[src/rtl/mem_access_stage_if.sv]
// Data-memory req/ack bus between the Memory Access stage (master) and data memory (slave).
interface mem_access_stage_if;
    logic        dmem_req;
    logic        dmem_we;
    logic [31:0] dmem_addr;
    logic [31:0] dmem_wdata;
    logic [3:0]  dmem_be;
    logic        dmem_ack;
    logic [31:0] dmem_rdata;

    modport master (
        output dmem_req, dmem_we, dmem_addr, dmem_wdata, dmem_be,
        input  dmem_ack, dmem_rdata
    );

    modport slave (
        input  dmem_req, dmem_we, dmem_addr, dmem_wdata, dmem_be,
        output dmem_ack, dmem_rdata
    );
endinterface

[src/rtl/mem_access_stage.sv]
// RISC-V Memory Access stage: req/ack data bus with timeout, store alignment, load extension, MEM/WB register.
// Optional MISALIGN_TRAP_EN: misaligned h/w accesses skip the bus and pulse MisalignW instead.
module mem_access_stage #(
    parameter int WAIT_LIMIT = 255
) (
    input  logic                      clk,
    input  logic                      reset_n,
    mem_access_stage_if.master        dmem,
    input  logic [31:0]               ALUResultM,
    input  logic [31:0]               WriteDataM,
    input  logic [4:0]                RdM,
    input  logic [31:0]               PCPlus4M,
    input  logic                      RegWriteM,
    input  logic [1:0]                ResultSrcM,
    input  logic                      MemReadM,
    input  logic                      MemWriteM,
    input  logic [2:0]                Funct3M,
    output logic                      StallM,
    output logic [31:0]               ALUResultW,
    output logic [31:0]               ReadDataW,
    output logic [31:0]               PCPlus4W,
    output logic [4:0]                RdW,
    output logic [1:0]                ResultSrcW,
    output logic                      RegWriteW,
    output logic                      BusErrW
`ifdef MISALIGN_TRAP_EN
    ,
    output logic                      MisalignW
`endif
);

    typedef enum logic {IDLE, BUS} state_t;

    localparam logic [7:0] LAST_WAIT = 8'(WAIT_LIMIT - 1);

    state_t      state_q, state_d;
    logic        req_q, req_d, we_q, we_d;
    logic [31:0] addr_q, addr_d, wdata_q, wdata_d;
    logic [3:0]  be_q, be_d;
    logic [2:0]  funct3_q, funct3_d;
    logic [1:0]  off_q, off_d;
    logic [7:0]  cnt_q, cnt_d;

    logic [31:0] aluResultW_q, aluResultW_d, readDataW_q, readDataW_d, pcPlus4W_q, pcPlus4W_d;
    logic [4:0]  rdW_q, rdW_d;
    logic [1:0]  resultSrcW_q, resultSrcW_d;
    logic        regWriteW_q, regWriteW_d, busErrW_q, busErrW_d;

    logic        memOp, isByte, isHalf, misaligned;
    logic [3:0]  storeBe;
    logic [31:0] storeWdata, loadData;
    logic [7:0]  loadByte;
    logic [15:0] loadHalf;

    assign memOp  = MemReadM | MemWriteM;
    assign isByte = (Funct3M[1:0] == 2'b00);
    assign isHalf = (Funct3M[1:0] == 2'b01);

`ifdef MISALIGN_TRAP_EN
    logic misalignW_q, misalignW_d;
    assign misaligned = memOp && ((isHalf && ALUResultM[0]) ||
                                  (!isByte && !isHalf && (ALUResultM[1:0] != 2'b00)));
    assign MisalignW  = misalignW_q;
`else
    assign misaligned = 1'b0;
`endif

    always_comb begin
        storeBe    = 4'b1111;
        storeWdata = WriteDataM;
        if (isByte) begin
            storeBe    = 4'b0001 << ALUResultM[1:0];
            storeWdata = {4{WriteDataM[7:0]}};
        end else if (isHalf) begin
            storeBe    = ALUResultM[1] ? 4'b1100 : 4'b0011;
            storeWdata = {2{WriteDataM[15:0]}};
        end
    end

    // Extension uses the size/offset latched at issue, not the live M inputs.
    always_comb begin
        loadByte = dmem.dmem_rdata[{off_q, 3'b000} +: 8];
        loadHalf = dmem.dmem_rdata[{off_q[1], 4'b0000} +: 16];
        loadData = dmem.dmem_rdata;
        if (funct3_q[1:0] == 2'b00) begin
            loadData = funct3_q[2] ? {24'b0, loadByte} : {{24{loadByte[7]}}, loadByte};
        end else if (funct3_q[1:0] == 2'b01) begin
            loadData = funct3_q[2] ? {16'b0, loadHalf} : {{16{loadHalf[15]}}, loadHalf};
        end
    end

    always_comb begin
        state_d      = state_q;
        req_d        = req_q;
        we_d         = we_q;
        addr_d       = addr_q;
        wdata_d      = wdata_q;
        be_d         = be_q;
        funct3_d     = funct3_q;
        off_d        = off_q;
        cnt_d        = cnt_q;
        StallM       = 1'b0;
        aluResultW_d = 32'b0;
        readDataW_d  = 32'b0;
        pcPlus4W_d   = 32'b0;
        rdW_d        = 5'b0;
        resultSrcW_d = 2'b0;
        regWriteW_d  = 1'b0;
        busErrW_d    = 1'b0;
`ifdef MISALIGN_TRAP_EN
        misalignW_d  = 1'b0;
`endif
        case (state_q)
            IDLE: begin
                if (memOp && !misaligned) begin
                    StallM   = 1'b1;
                    state_d  = BUS;
                    req_d    = 1'b1;
                    we_d     = MemWriteM;
                    addr_d   = {ALUResultM[31:2], 2'b00};
                    be_d     = MemWriteM ? storeBe : 4'b1111;
                    wdata_d  = storeWdata;
                    funct3_d = Funct3M;
                    off_d    = ALUResultM[1:0];
                    cnt_d    = 8'd0;
                end else begin
                    aluResultW_d = ALUResultM;
                    pcPlus4W_d   = PCPlus4M;
                    rdW_d        = RdM;
                    resultSrcW_d = ResultSrcM;
                    regWriteW_d  = RegWriteM && !misaligned;
`ifdef MISALIGN_TRAP_EN
                    misalignW_d  = misaligned;
`endif
                end
            end
            BUS: begin
                if (dmem.dmem_ack || cnt_q == LAST_WAIT) begin
                    state_d      = IDLE;
                    req_d        = 1'b0;
                    we_d         = 1'b0;
                    cnt_d        = 8'd0;
                    aluResultW_d = ALUResultM;
                    pcPlus4W_d   = PCPlus4M;
                    rdW_d        = RdM;
                    resultSrcW_d = ResultSrcM;
                    if (dmem.dmem_ack) begin
                        regWriteW_d = RegWriteM;
                        readDataW_d = we_q ? 32'b0 : loadData;
                    end else begin
                        busErrW_d   = 1'b1;
                    end
                end else begin
                    StallM = 1'b1;
                    cnt_d  = cnt_q + 8'd1;
                end
            end
            default: state_d = IDLE;
        endcase
    end

    always_ff @(posedge clk or negedge reset_n) begin
        if (!reset_n) begin
            state_q      <= IDLE;
            req_q        <= 1'b0;
            we_q         <= 1'b0;
            addr_q       <= 32'b0;
            wdata_q      <= 32'b0;
            be_q         <= 4'b0;
            funct3_q     <= 3'b0;
            off_q        <= 2'b0;
            cnt_q        <= 8'd0;
            aluResultW_q <= 32'b0;
            readDataW_q  <= 32'b0;
            pcPlus4W_q   <= 32'b0;
            rdW_q        <= 5'b0;
            resultSrcW_q <= 2'b0;
            regWriteW_q  <= 1'b0;
            busErrW_q    <= 1'b0;
`ifdef MISALIGN_TRAP_EN
            misalignW_q  <= 1'b0;
`endif
        end else begin
            state_q      <= state_d;
            req_q        <= req_d;
            we_q         <= we_d;
            addr_q       <= addr_d;
            wdata_q      <= wdata_d;
            be_q         <= be_d;
            funct3_q     <= funct3_d;
            off_q        <= off_d;
            cnt_q        <= cnt_d;
            aluResultW_q <= aluResultW_d;
            readDataW_q  <= readDataW_d;
            pcPlus4W_q   <= pcPlus4W_d;
            rdW_q        <= rdW_d;
            resultSrcW_q <= resultSrcW_d;
            regWriteW_q  <= regWriteW_d;
            busErrW_q    <= busErrW_d;
`ifdef MISALIGN_TRAP_EN
            misalignW_q  <= misalignW_d;
`endif
        end
    end

    assign dmem.dmem_req   = req_q;
    assign dmem.dmem_we    = we_q;
    assign dmem.dmem_addr  = addr_q;
    assign dmem.dmem_wdata = wdata_q;
    assign dmem.dmem_be    = be_q;

    assign ALUResultW = aluResultW_q;
    assign ReadDataW  = readDataW_q;
    assign PCPlus4W   = pcPlus4W_q;
    assign RdW        = rdW_q;
    assign ResultSrcW = resultSrcW_q;
    assign RegWriteW  = regWriteW_q;
    assign BusErrW    = busErrW_q;

endmodule

[src/flat_wrapper.sv]
// flat-port wrapper written by rule: the top's interface ports become plain ports
module mem_access_stage_flat 
#(
    parameter int WAIT_LIMIT = 255
)
  (clk, reset_n, ALUResultM, WriteDataM, RdM, PCPlus4M, RegWriteM, ResultSrcM, MemReadM, MemWriteM, Funct3M, StallM, ALUResultW, ReadDataW, PCPlus4W, RdW, ResultSrcW, RegWriteW, BusErrW, dmem_dmem_req, dmem_dmem_we, dmem_dmem_addr, dmem_dmem_wdata, dmem_dmem_be, dmem_dmem_ack, dmem_dmem_rdata);
  mem_access_stage_if dmem_i ();
  input  logic clk;
  input  logic reset_n;
  input  logic [31:0] ALUResultM;
  input  logic [31:0] WriteDataM;
  input  logic [4:0] RdM;
  input  logic [31:0] PCPlus4M;
  input  logic RegWriteM;
  input  logic [1:0] ResultSrcM;
  input  logic MemReadM;
  input  logic MemWriteM;
  input  logic [2:0] Funct3M;
  output logic StallM;
  output logic [31:0] ALUResultW;
  output logic [31:0] ReadDataW;
  output logic [31:0] PCPlus4W;
  output logic [4:0] RdW;
  output logic [1:0] ResultSrcW;
  output logic RegWriteW;
  output logic BusErrW;
  output wire logic [$bits(dmem_i.dmem_req)-1:0] dmem_dmem_req;
  output wire logic [$bits(dmem_i.dmem_we)-1:0] dmem_dmem_we;
  output wire logic [$bits(dmem_i.dmem_addr)-1:0] dmem_dmem_addr;
  output wire logic [$bits(dmem_i.dmem_wdata)-1:0] dmem_dmem_wdata;
  output wire logic [$bits(dmem_i.dmem_be)-1:0] dmem_dmem_be;
  input wire logic [$bits(dmem_i.dmem_ack)-1:0] dmem_dmem_ack;
  input wire logic [$bits(dmem_i.dmem_rdata)-1:0] dmem_dmem_rdata;
  assign dmem_dmem_req = dmem_i.dmem_req;
  assign dmem_dmem_we = dmem_i.dmem_we;
  assign dmem_dmem_addr = dmem_i.dmem_addr;
  assign dmem_dmem_wdata = dmem_i.dmem_wdata;
  assign dmem_dmem_be = dmem_i.dmem_be;
  assign dmem_i.dmem_ack = dmem_dmem_ack;
  assign dmem_i.dmem_rdata = dmem_dmem_rdata;
  mem_access_stage #(.WAIT_LIMIT(WAIT_LIMIT)) u_core (.clk(clk), .reset_n(reset_n), .dmem(dmem_i), .ALUResultM(ALUResultM), .WriteDataM(WriteDataM), .RdM(RdM), .PCPlus4M(PCPlus4M), .RegWriteM(RegWriteM), .ResultSrcM(ResultSrcM), .MemReadM(MemReadM), .MemWriteM(MemWriteM), .Funct3M(Funct3M), .StallM(StallM), .ALUResultW(ALUResultW), .ReadDataW(ReadDataW), .PCPlus4W(PCPlus4W), .RdW(RdW), .ResultSrcW(ResultSrcW), .RegWriteW(RegWriteW), .BusErrW(BusErrW));
endmodule
[config.mk]
export PLATFORM = sky130hd
export DESIGN_NAME = mem_access_stage_flat
export DESIGN_NICKNAME = d
export VERILOG_FILES = /design/src/rtl/mem_access_stage_if.sv /design/src/rtl/mem_access_stage.sv /design/src/flat_wrapper.sv
export SDC_FILE = /design/constraint.sdc
export NUM_CORES = 1
export LEC_CHECK = 0
export ABC_AREA = 1
export BUFFER_PORTS_ARGS = -buffer_cell sky130_fd_sc_hd__buf_2
export CAP_MARGIN = 10
export CORE_AREA = 4 4 133 135
export CTS_CLUSTER_SIZE = 28
export DETAILED_ROUTE_END_ITERATION = 10
export DIE_AREA = 0 0 137 139
export PLACE_DENSITY = 0.78
export RECOVER_POWER = 50
export SYNTH_ARGS = -nofsm -noshare
export SYNTH_HDL_FRONTEND = slang
export SYNTH_SLANG_ARGS = --single-unit
[constraint.sdc]
create_clock -name clk -period 2.2 [get_ports clk]
set_input_delay 0.55 -clock clk [delete_from_list [all_inputs] [get_ports clk]]
set_output_delay 0.55 -clock clk [all_outputs]
set_load 0.02 [all_outputs]
==> results of run 1 <==
cells by family after synthesis:
logic type | share of synthesized area, %
xor+xnor | 0.451
flops | 60.3
fa+ha+maj | 0.322
buf+inv | 9.57
compound gates | 9.54
other cells | 0.0483
simple gates | 19.8
registers in the layout (all words and copies together), names as in the netlist, 2 cells and up:
register                flops
u_core.funct3_q             3
u_core.dmem.dmem_wdata     32
u_core.dmem.dmem_addr      30
u_core.PCPlus4W            32
u_core.ResultSrcW           2
u_core.cnt_q                8
u_core.ReadDataW           32
u_core.off_q                2
u_core.ALUResultW          32
u_core.dmem.dmem_be         4
u_core.RdW                  5
metrics by stage:
stage	cells	setup TNS [ps]	power, W
2_1_floorplan	854	0	0.00714
3_3_place_gp	1366	0	0.00852
3_5_place_dp	1366	0	0.00861
4_1_cts	1400	0	0.0121
5_1_grt	1404	-37.4	0.0126
6_report	1405	0	0.0120
worst paths after layout:
path / endpoint / start / depth (start not counted)
max: StallM / u_core.cnt_q[0]$_DFFE_PN0P_ / 8
min: u_core.PCPlus4W[1]$_DFF_PN0_ / PCPlus4M[1] / 3
max reg2reg: u_core.ResultSrcW[1]$_DFF_PN0_ / u_core.cnt_q[1]$_DFFE_PN0P_ / 9
min reg2reg: u_core.dmem.dmem_req$_DFFE_PN0P_ / u_core.dmem.dmem_req$_DFFE_PN0P_ / 2
max in group asynchronous: u_core.funct3_q[2]$_DFFE_PN0P_ / reset_n / 2
min in group asynchronous: u_core.ALUResultW[12]$_DFF_PN0_ / reset_n / 1
metal layers:
metal | vias up | part of all wire [%] | global-route usage (%)
li1 | 3251 | - | -
met4 | 6 | 3.2 | 8.56
met3 | 51 | 8.4 | 7.69
met1 | 3170 | 36 | 28.2
met2 | 280 | 52 | 41.8
met5 | - | 0.18 | 0
repair_timing:
item	CTS	global route
buffers inserted	2	4
endpoints found under the setup margin	1	1
pin swaps	1	4
gates resized for setup	2	4
worst min-delay path: cells and delay by family:
| family | cells | cell delay (ps) |
|---|---|---|
| and+or+nand+nor | 1 | 30 |
| buffers and inverters | 2 | 130 |
final cells by class:
| cell class | instances | area (um2) |
|---|---|---|
| sequential | 187 | 4680 |
| fill | 1403 | 6210 |
| inverter | 126 | 473 |
| clock inverter | 12 | 210 |
| antenna | 1 | 2.50 |
| tap | 220 | 275 |
| clock buffer | 20 | 457 |
| multi-input combinational | 500 | 2360 |
| timing repair buffer | 339 | 1800 |
layout by cell type, fill, tap and decap left out:
cell type   netlist  layout
a21oi_2           1       1
nor2_2           20      20
nand3_1          26      26
clkbuf_8          0       2
ha_1              2       1
nand2_2           2       3
nor2_1          140     139
o211ai_1         14      14
xor2_1            3       3
ha_2              0       1
nand4_1           1       1
o21ai_1           5       5
nor3_4            1       1
nor2_4           10      11
dfrtp_1         187     187
inv_6             0       2
clkbuf_16         0      17
buf_2            11     315
inv_1           122     122
nand2_4           1       2
bufinv_16         0       5
buf_4             3      14
a21oi_1          41      41
nand2_8           1       1
inv_2             4       4
conb_1            1       2
nand2_1         152     150
clkbuf_1         15       2
a31oi_1          10      10
o22ai_1           1       1
o21ai_0          64      64
buf_6            10       1
clkinvlp_4        0       1
buf_12            1       4
clkinv_4          0       4
a22oi_1           1       1
diode_2           0       1
xnor2_1           1       1
clkbuf_2          0       4
or2_1             1       1
report_power, final:
group	internal (W)	switching, W
Clock	0.00210	0.00133
Sequential	0.00422	0.000378
Combinational	0.00123	0.00273
==> impl_metrics.tcl, run 1 <==
set metrics [dict create \
    worst_pin_slew_ps 1630 \
    start_kind "flop" \
    syn_area_per_cell_um2 9.10 \
    port_buffers 317 \
    critical_path_arrival_ps 1610 \
    criticalPathCategory "reg -> out" \
    firstDrtPassIters 5 \
    yosysWarnings 0 \
    clk_path_buf_depth 2 \
    num_vias 6758 \
    yosysSeqAreaShare_pct 60.3 \
    nNetsFinal 1317 \
    slew_headroom_pct -8.81 \
    drc 0 \
    first_global_vias 6641 \
    period_share_pct 98.3 \
    coreArea_um2 16500 \
    rsz0062_at_grt "true" \
    crit_fanout 2 \
    rrSetupSlack_ps 440 \
    crit_chain "inv_1 > ha_2 > nand2_2 > nor2_4 > nand2_2 > nand2_4 > nand2_8 > buf_6" \
    setup_violations 0 \
    layout_setup_ws_ps 37.3 \
    grt_max_degree 84 \
    grt_overflow 0 \
    synth_area_leaders "dfrtp_1 (60%), nand2_1 (7.3%), nor2_1 (6.8%)" \
    final_util_pct 62.3 \
    critPathBufInv 2 \
    synth_top_cell_by_area "dfrtp_1" \
    fp-row-count 47 \
    grt_pass1_wl_um 35400 \
    drv_cap 1 \
    ys.flop_type "dfrtp_1" \
    drv_slew 59 \
    p_leak_nw 5.82 \
    hp-class "in -> reg" \
    cp-end-kind "output pin" \
    period_needed_ps 2160 \
    ys_types 32 \
    htreeDepth 4 \
    initial_core_util_pct 47.2 \
    ir_drop_v 0.000575 \
    cts.sinks 187 \
    die_w_um 137 \
    ios 320 \
    syn_inst 853 \
    fin_area_um2 10300 \
    synth-seq-cells 187 \
    post_dp_cell_area_um2 9550 \
    async_flop_share_pct 100 \
    gp_congestion 0.863 \
    holdBufCountCts 0 \
    die_height_um 139 \
    fin_hold_ws_ps 326 \
    max_freq_mhz 462 \
    finalWirelength_um 23100 \
    synth_area_um2 7760 \
    area_delta_synth_final_pct 32.1 \
    ant_nets 0 \
    viasPerCell 4.81 \
    gr-usage-all-layers_pct 24.3 \
    cpPeakStageDelay_ps 380 \
    cts_tree "built" \
    clk_latency_ps 430 \
    ys_top_cells_by_count "dfrtp_1 (187), nand2_1 (152), nor2_1 (140), inv_1 (122), o21ai_0 (64)" \
    layout-drive-gt1-share_pct 34.9 \
    wire_per_inst_um 16.4 \
    cts_made_buffers 17 \
    status "complete, but fails checks" \
    worst_path_most_repeated_cell "nand2_2" \
    pre_cts_slack_ps 254 \
    finClkSkew_ps 12.8 \
    violations "capacitance limit, slew limit" \
    antenna_found_initial 3 \
    p_per_area_nw_per_um2 1170 \
    hold_violations 0 \
    cpLargestDelayFamily "simple AND/OR/NAND/NOR gates" \
    clk_pin_slew_worst_paths_ps 70 \
    clock-root-buffer "clkbuf_16" \
    slowest_stage "dfrtp_1" \
    synth.most_common_cell "dfrtp_1" \
    synth.top_cell.area_share_pct 60.3 \
    dieArea_um2 19000 \
    post-dp-hpwl_um 17500 \
    critPathRequiredTime_ps 1650 \
    drt-initial-drc-count 425 \
    synth_edf_count 0 \
]
(Power assumes the default switching activity.)
==> run 2: changes to the inputs <==
CORE_AREA = 4 4 128 130   (was 4 4 133 135)
CTS_CLUSTER_SIZE = default   (was 28)
DIE_AREA = 0 0 132 134   (was 0 0 137 139)
PLACE_DENSITY = 0.84   (was 0.78)
clock period = 2.7 ns   (was 2.2 ns; I/O delays follow)
==> impl_metrics.tcl, run 2 (synthesis results as in run 1) <==
set metrics [dict create \
    ir_drop_v 0.000522 \
    rsz0062_at_grt "false" \
    drc 0 \
    initial_core_util_pct 51.3 \
    viasPerCell 4.94 \
    post_dp_cell_area_um2 9450 \
    period_needed_ps 2430 \
    wire_per_inst_um 16.2 \
    n_fill_cell 1231 \
    power_w 0.00931 \
    swShare_pct 39.2 \
    rrSetupSlack_ps 520 \
    grt_pass1_wl_um 34100 \
    die_height_um 134 \
    cts.sinks 187 \
    fin_hold_ws_ps 451 \
    hold_depth 3 \
    final_cell_mix "buf_2 (258), dfrtp_1 (187), nand2_1 (152)" \
    drt-initial-drc-count 501 \
    fp-row-count 45 \
    clk_path_buf_depth 2 \
    clock-root-buffer "clkbuf_16" \
    p_int_w 0.00566 \
    p_sw_w 0.00365 \
    drv_slew 70 \
    clk_pin_slew_worst_paths_ps 70 \
    period_share_pct 90.1 \
    cts_tree "built" \
    clk_latency_ps 420 \
    area_delta_synth_final_pct 27.8 \
    gp_congestion 0.909 \
    rr_startpoint "u_core.state_q$_DFF_PN0_" \
    ios 320 \
    die_w_um 132 \
    dieArea_um2 17700 \
    holdBufCountCts 0 \
    first_global_vias 6655 \
    slew_headroom_pct -17.0 \
    r2r_end "u_core.dmem.dmem_wdata[8]$_DFFE_PN0P_" \
    grt_max_degree 73 \
    nNetsFinal 1307 \
    worst_pin_slew_ps 1750 \
    seq_power_share_pct 40.3 \
    clkPwrFrac_pct 26.2 \
    max_freq_mhz 411 \
    fin_area_um2 9920 \
    hp-class "in -> reg" \
    criticalPathCategory "reg -> out" \
    cts_made_buffers 17 \
    finClkSkew_ps 7.18 \
    firstDrtPassIters 9 \
    num_vias 6730 \
    drv_cap 1 \
    layout-drive-gt1-share_pct 29.2 \
    r2r_cells 6 \
    post-dp-hpwl_um 16700 \
    port_buffers 317 \
    p_leak_nw 5.50 \
    status "complete, but fails checks" \
    finalSetupTns_ps 0 \
    crit_fanout 8 \
    cts_resized 0 \
    post_cts_buffers 0 \
    htreeDepth 4 \
    grt_overflow 0 \
    finalWirelength_um 22100 \
    setup_violations 0 \
    coreArea_um2 15100 \
    cp-end-kind "output pin" \
    layout_setup_ws_ps 267 \
    gr-usage-all-layers_pct 24.8 \
    endpoint "StallM" \
    pre_cts_slack_ps 420 \
    p_per_area_nw_per_um2 938 \
    crit_start "u_core.cnt_q[0]$_DFFE_PN0P_" \
    p_comb_share_pct 33.5 \
    critPathRequiredTime_ps 2030 \
    critical_path_arrival_ps 1760 \
    start_kind "flop" \
    violations "capacitance limit, slew limit" \
    ant_nets 0 \
    layout_commonest_cell "buf_2" \
    hold_violations 0 \
    antenna_found_initial 4 \
]
[run 2: changes by cell type in the layout (fill, tap and decap cells not counted), sizes merged]
| cell | previous run | this run |
|---|---|---|
| buf | 334 | 266 |
| bufinv | 5 | 1 |
| clkbuf | 25 | 80 |
| clkinv | 4 | 5 |
| inv | 128 | 134 |
[run 2: power by group through the flow]
stage                     Clock [W]  Combinational, W  Sequential, W
after global routing        0.00260           0.00340        0.00382
after detailed placement          0           0.00318        0.00379
final                       0.00244           0.00312        0.00375
after CTS                   0.00248           0.00319        0.00375
after floorplan                   0           0.00128        0.00453
after global placement            0           0.00312        0.00376
[run 2: routing by layer]
layer  up-vias  global-route usage (%)  routed length (um)
met5         -                       0                  28
met4         6                    12.7                 945
met3        56                    7.88                1870
met2       314                    42.8               11500
met1      3127                    27.7                7770
li1       3227                       -                   -
[run 2: area by class of cell]
class	instances	area, um2	area share, %
diodes	1	2.50	0.0252
clock buffers	17	425	4.29
clock inverters	15	155	1.56
inverters	126	473	4.77
multi-input cells	500	2340	23.6
flip-flops and latches	187	4680	47.2
well taps	188	235	2.37
repair buffers	329	1610	16.2
[run 2: critical path: stages (launching register included)]
cell     delay, ps
dfrtp_1        420
inv_1           80
ha_1           150
nand2_1         60
nor2_1         160
nand2_2        100
nand2_4        140
nand2_8         50
buf_2          180
[run 2: how the worst min path moves through the flow]
stage | endpoint | slack, ps | from
floorplan | u_core.ALUResultW[0]$_DFF_PN0_ | 380 | reset_n
global placement | u_core.dmem.dmem_req$_DFFE_PN0P_ | 450 | u_core.dmem.dmem_req$_DFFE_PN0P_
detailed placement | u_core.dmem.dmem_addr[15]$_DFFE_PN0P_ | 470 | u_core.dmem.dmem_addr[15]$_DFFE_PN0P_
CTS | u_core.dmem.dmem_addr[4]$_DFFE_PN0P_ | 270 | reset_n
global route | u_core.PCPlus4W[11]$_DFF_PN0_ | 440 | PCPlus4M[11]
finish | u_core.PCPlus4W[5]$_DFF_PN0_ | 450 | PCPlus4M[5]
[run 2: through the flow]
| step | cells | util [%] |
|---|---|---|
| 5_1_grt | 1362 | 65.5 |
| 3_5_place_dp | 1330 | 62.4 |
| 2_1_floorplan | 854 | - |
| 3_3_place_gp | 1330 | 62.4 |
| 4_1_cts | 1362 | 66.2 |
| 6_report | 1363 | 65.5 |
==> run 3: changes to the inputs <==
ABC_AREA = default   (was 1)
CORE_AREA = 4 4 126 128   (was 4 4 128 130)
DIE_AREA = 0 0 130 132   (was 0 0 132 134)
PLACE_DENSITY = 0.85   (was 0.84)
==> impl_metrics.tcl, run 3 <==
set metrics [dict create \
    viasPerCell 5.40 \
    drv_cap 0 \
    clk_pin_slew_worst_paths_ps 70 \
    final_cell_mix "buf_2 (256), dfrtp_1 (187), nand2_1 (74)" \
    clock-root-buffer "clkbuf_16" \
    worst_pin_slew_ps 1210 \
    cpPeakStageDelay_ps 450 \
    rrSetupSlack_ps 460 \
    drt-initial-drc-count 366 \
    synth.top_cell.area_share_pct 61.5 \
    area_delta_synth_final_pct 28.0 \
    r2r_cells 3 \
    status "completed" \
    grt_pass1_wl_um 33100 \
    num_vias 6003 \
    synth_area_leaders "dfrtp_1 (61%), mux2_2 (9.9%), and3_1 (5.9%)" \
    cp-end-kind "output pin" \
    cts_resized 0 \
    first_global_vias 6145 \
    crit_chain "inv_1 > ha_1 > nand3_1 > o21ai_4 > nand2_1 > buf_2" \
    grt_overflow 0 \
    critPathBufInv 2 \
    clk_path_buf_depth 2 \
    synth_area_um2 7610 \
    hold_violations 0 \
    max_freq_mhz 406 \
    final_cells 1111 \
    start_kind "flop" \
    wire_per_inst_um 19.6 \
    cts_made_buffers 17 \
    slowest_stage "dfrtp_1" \
    cts.sinks 187 \
    finClkSkew_ps 10.2 \
    yosysSeqAreaShare_pct 61.5 \
    htreeDepth 4 \
    pre_cts_slack_ps 593 \
    slew_headroom_pct 19.5 \
    dieArea_um2 17200 \
    min_from "PCPlus4M[3]" \
    fp-row-count 45 \
    syn_area_per_cell_um2 12.4 \
    cpLargestDelayFamily "flip-flops" \
    layout_setup_ws_ps 240 \
    finalSetupTns_ps 0 \
    firstDrtPassIters 4 \
    ys_types 50 \
    grt_max_degree 97 \
    crit_fanout 8 \
    holdBufCountCts 0 \
    nNetsFinal 1056 \
    period_needed_ps 2460 \
    critPathRequiredTime_ps 2030 \
    drc 0 \
    clk_latency_ps 430 \
    criticalPathCategory "reg -> out" \
    ant_nets 0 \
    rr_startpoint "u_core.state_q$_DFF_PN0_" \
    finalWirelength_um 21800 \
    synth-seq-cells 187 \
    port_buffers 317 \
    hold_depth 2 \
    die_height_um 132 \
    power_w 0.00923 \
    fin_hold_ws_ps 475 \
    layout_commonest_cell "buf_2" \
    synth_edf_count 0 \
    ir_drop_v 0.000570 \
    syn_inst 612 \
    r2r_end "u_core.dmem.dmem_addr[7]$_DFFE_PN0P_" \
    setup_violations 0 \
    async_flop_share_pct 100 \
    coreArea_um2 14900 \
    antenna_found_initial 1 \
    gp_congestion 0.914 \
    ios 320 \
    period_share_pct 91.1 \
    synth.most_common_cell "dfrtp_1" \
    layout-drive-gt1-share_pct 40.2 \
    synth_top_cell_by_area "dfrtp_1" \
    gr-usage-all-layers_pct 25.2 \
    post-place-cells 1079 \
    p_leak_nw 4.99 \
    drv_slew 0 \
    post-dp-hpwl_um 15800 \
    critical_path_arrival_ps 1790 \
    yosysWarnings 0 \
    post_cts_buffers 0 \
    p_per_area_nw_per_um2 948 \
    initial_core_util_pct 51.2 \
    rsz0062_at_grt "false" \
    ys.flop_type "dfrtp_1" \
    die_w_um 130 \
    holdPathEnd "u_core.PCPlus4W[3]$_DFF_PN0_" \
    hp-class "in -> reg" \
    ys_top_cells_by_count "dfrtp_1 (187), nand2_1 (74), and3_1 (72), mux2_2 (67), o21ai_0 (46)" \
    cts_tree "built" \
]
[run 3: changes by cell type after synthesis, sizes merged, moves of 13 or more]
| cell | change |
|---|---|
| nor2 | -162 |
| inv | -124 |
| nand2 | -82 |
| and3 | +72 |
| mux2 | +67 |
| a21oi | -41 |
| mux2i | +26 |
| o21ai | -22 |
| nand3 | -13 |
[run 3: how the worst max path moves through the flow]
stage	from	end	slack, ps	cells after the start
2_1_floorplan	MemWriteM	StallM	640	4
3_3_place_gp	dmem_dmem_ack	StallM	610	5
3_5_place_dp	MemWriteM	StallM	590	4
4_1_cts	u_core.cnt_q[0]$_DFFE_PN0P_	StallM	200	6
5_1_grt	reset_n	u_core.dmem.dmem_wdata[13]$_DFFE_PN0P_	80	2
6_report	u_core.cnt_q[0]$_DFFE_PN0P_	StallM	240	6
[run 3: logic make-up (layout without fill, tap and decap cells)]
| family | after synthesis | after routing | share of synthesized area, % |
|---|---|---|---|
| AND/OR/NAND/NOR | 194 | 194 | 13.7 |
| flip-flops | 187 | 187 | 61.5 |
| multiplexers | 94 | 94 | 13.8 |
| AO/OA/AOI/OAI | 84 | 84 | 7.00 |
| buffers and inverters | 49 | 358 | 3.53 |
| adder cells (fa/ha/maj) | 2 | 2 | 0.329 |
| other | 1 | 3 | 0.0493 |
| XOR/XNOR | 1 | 1 | 0.115 |
[run 3: stage by stage]
stage,cell area [um2],utilization (%)
2_1_floorplan,7620,-
3_3_place_gp,9290,62.5
3_5_place_dp,9290,62.5
4_1_cts,9890,66.5
5_1_grt,9740,65.5
6_report,9740,65.5
[run 3: worst reg2reg max path, delay by kind of cell (launching register included)]
| family | cells | cell delay (ps) |
|---|---|---|
| compound gates | 1 | 270 |
| mux | 1 | 460 |
| buf+inv | 1 | 820 |
| flops | 1 | 570 |
[run 3: area by class of cell]
cell class / count / area, um2
repair buffers: 325 / 1560
inverters: 2 / 7.51
fillers: 1157 / 5120
multi-input cells: 377 / 2670
clock buffers: 18 / 439
flip-flops and latches: 187 / 4680
well taps: 188 / 235
clock inverters: 13 / 158
diodes: 1 / 2.50
[run 3: layer usage]
| metal | vias to the layer above | share of wire (%) | routed length, um | GRT usage, % |
|---|---|---|---|---|
| met1 | 2909 | 37 | 8090 | 29.4 |
| met2 | 292 | 51 | 11100 | 42.4 |
| met3 | 49 | 9.0 | 1950 | 7.74 |
| met4 | 0 | 3.1 | 671 | 11.0 |
| li1 | 2753 | - | - | - |
| met5 | - | 0 | 0 | 0 |
[run 3: report_power, final]
group	internal (W)	total (W)	switching [W]
sequential	0.00344	0.00379	0.000350
clock	0.00141	0.00251	0.00110
combinational	0.00107	0.00294	0.00187
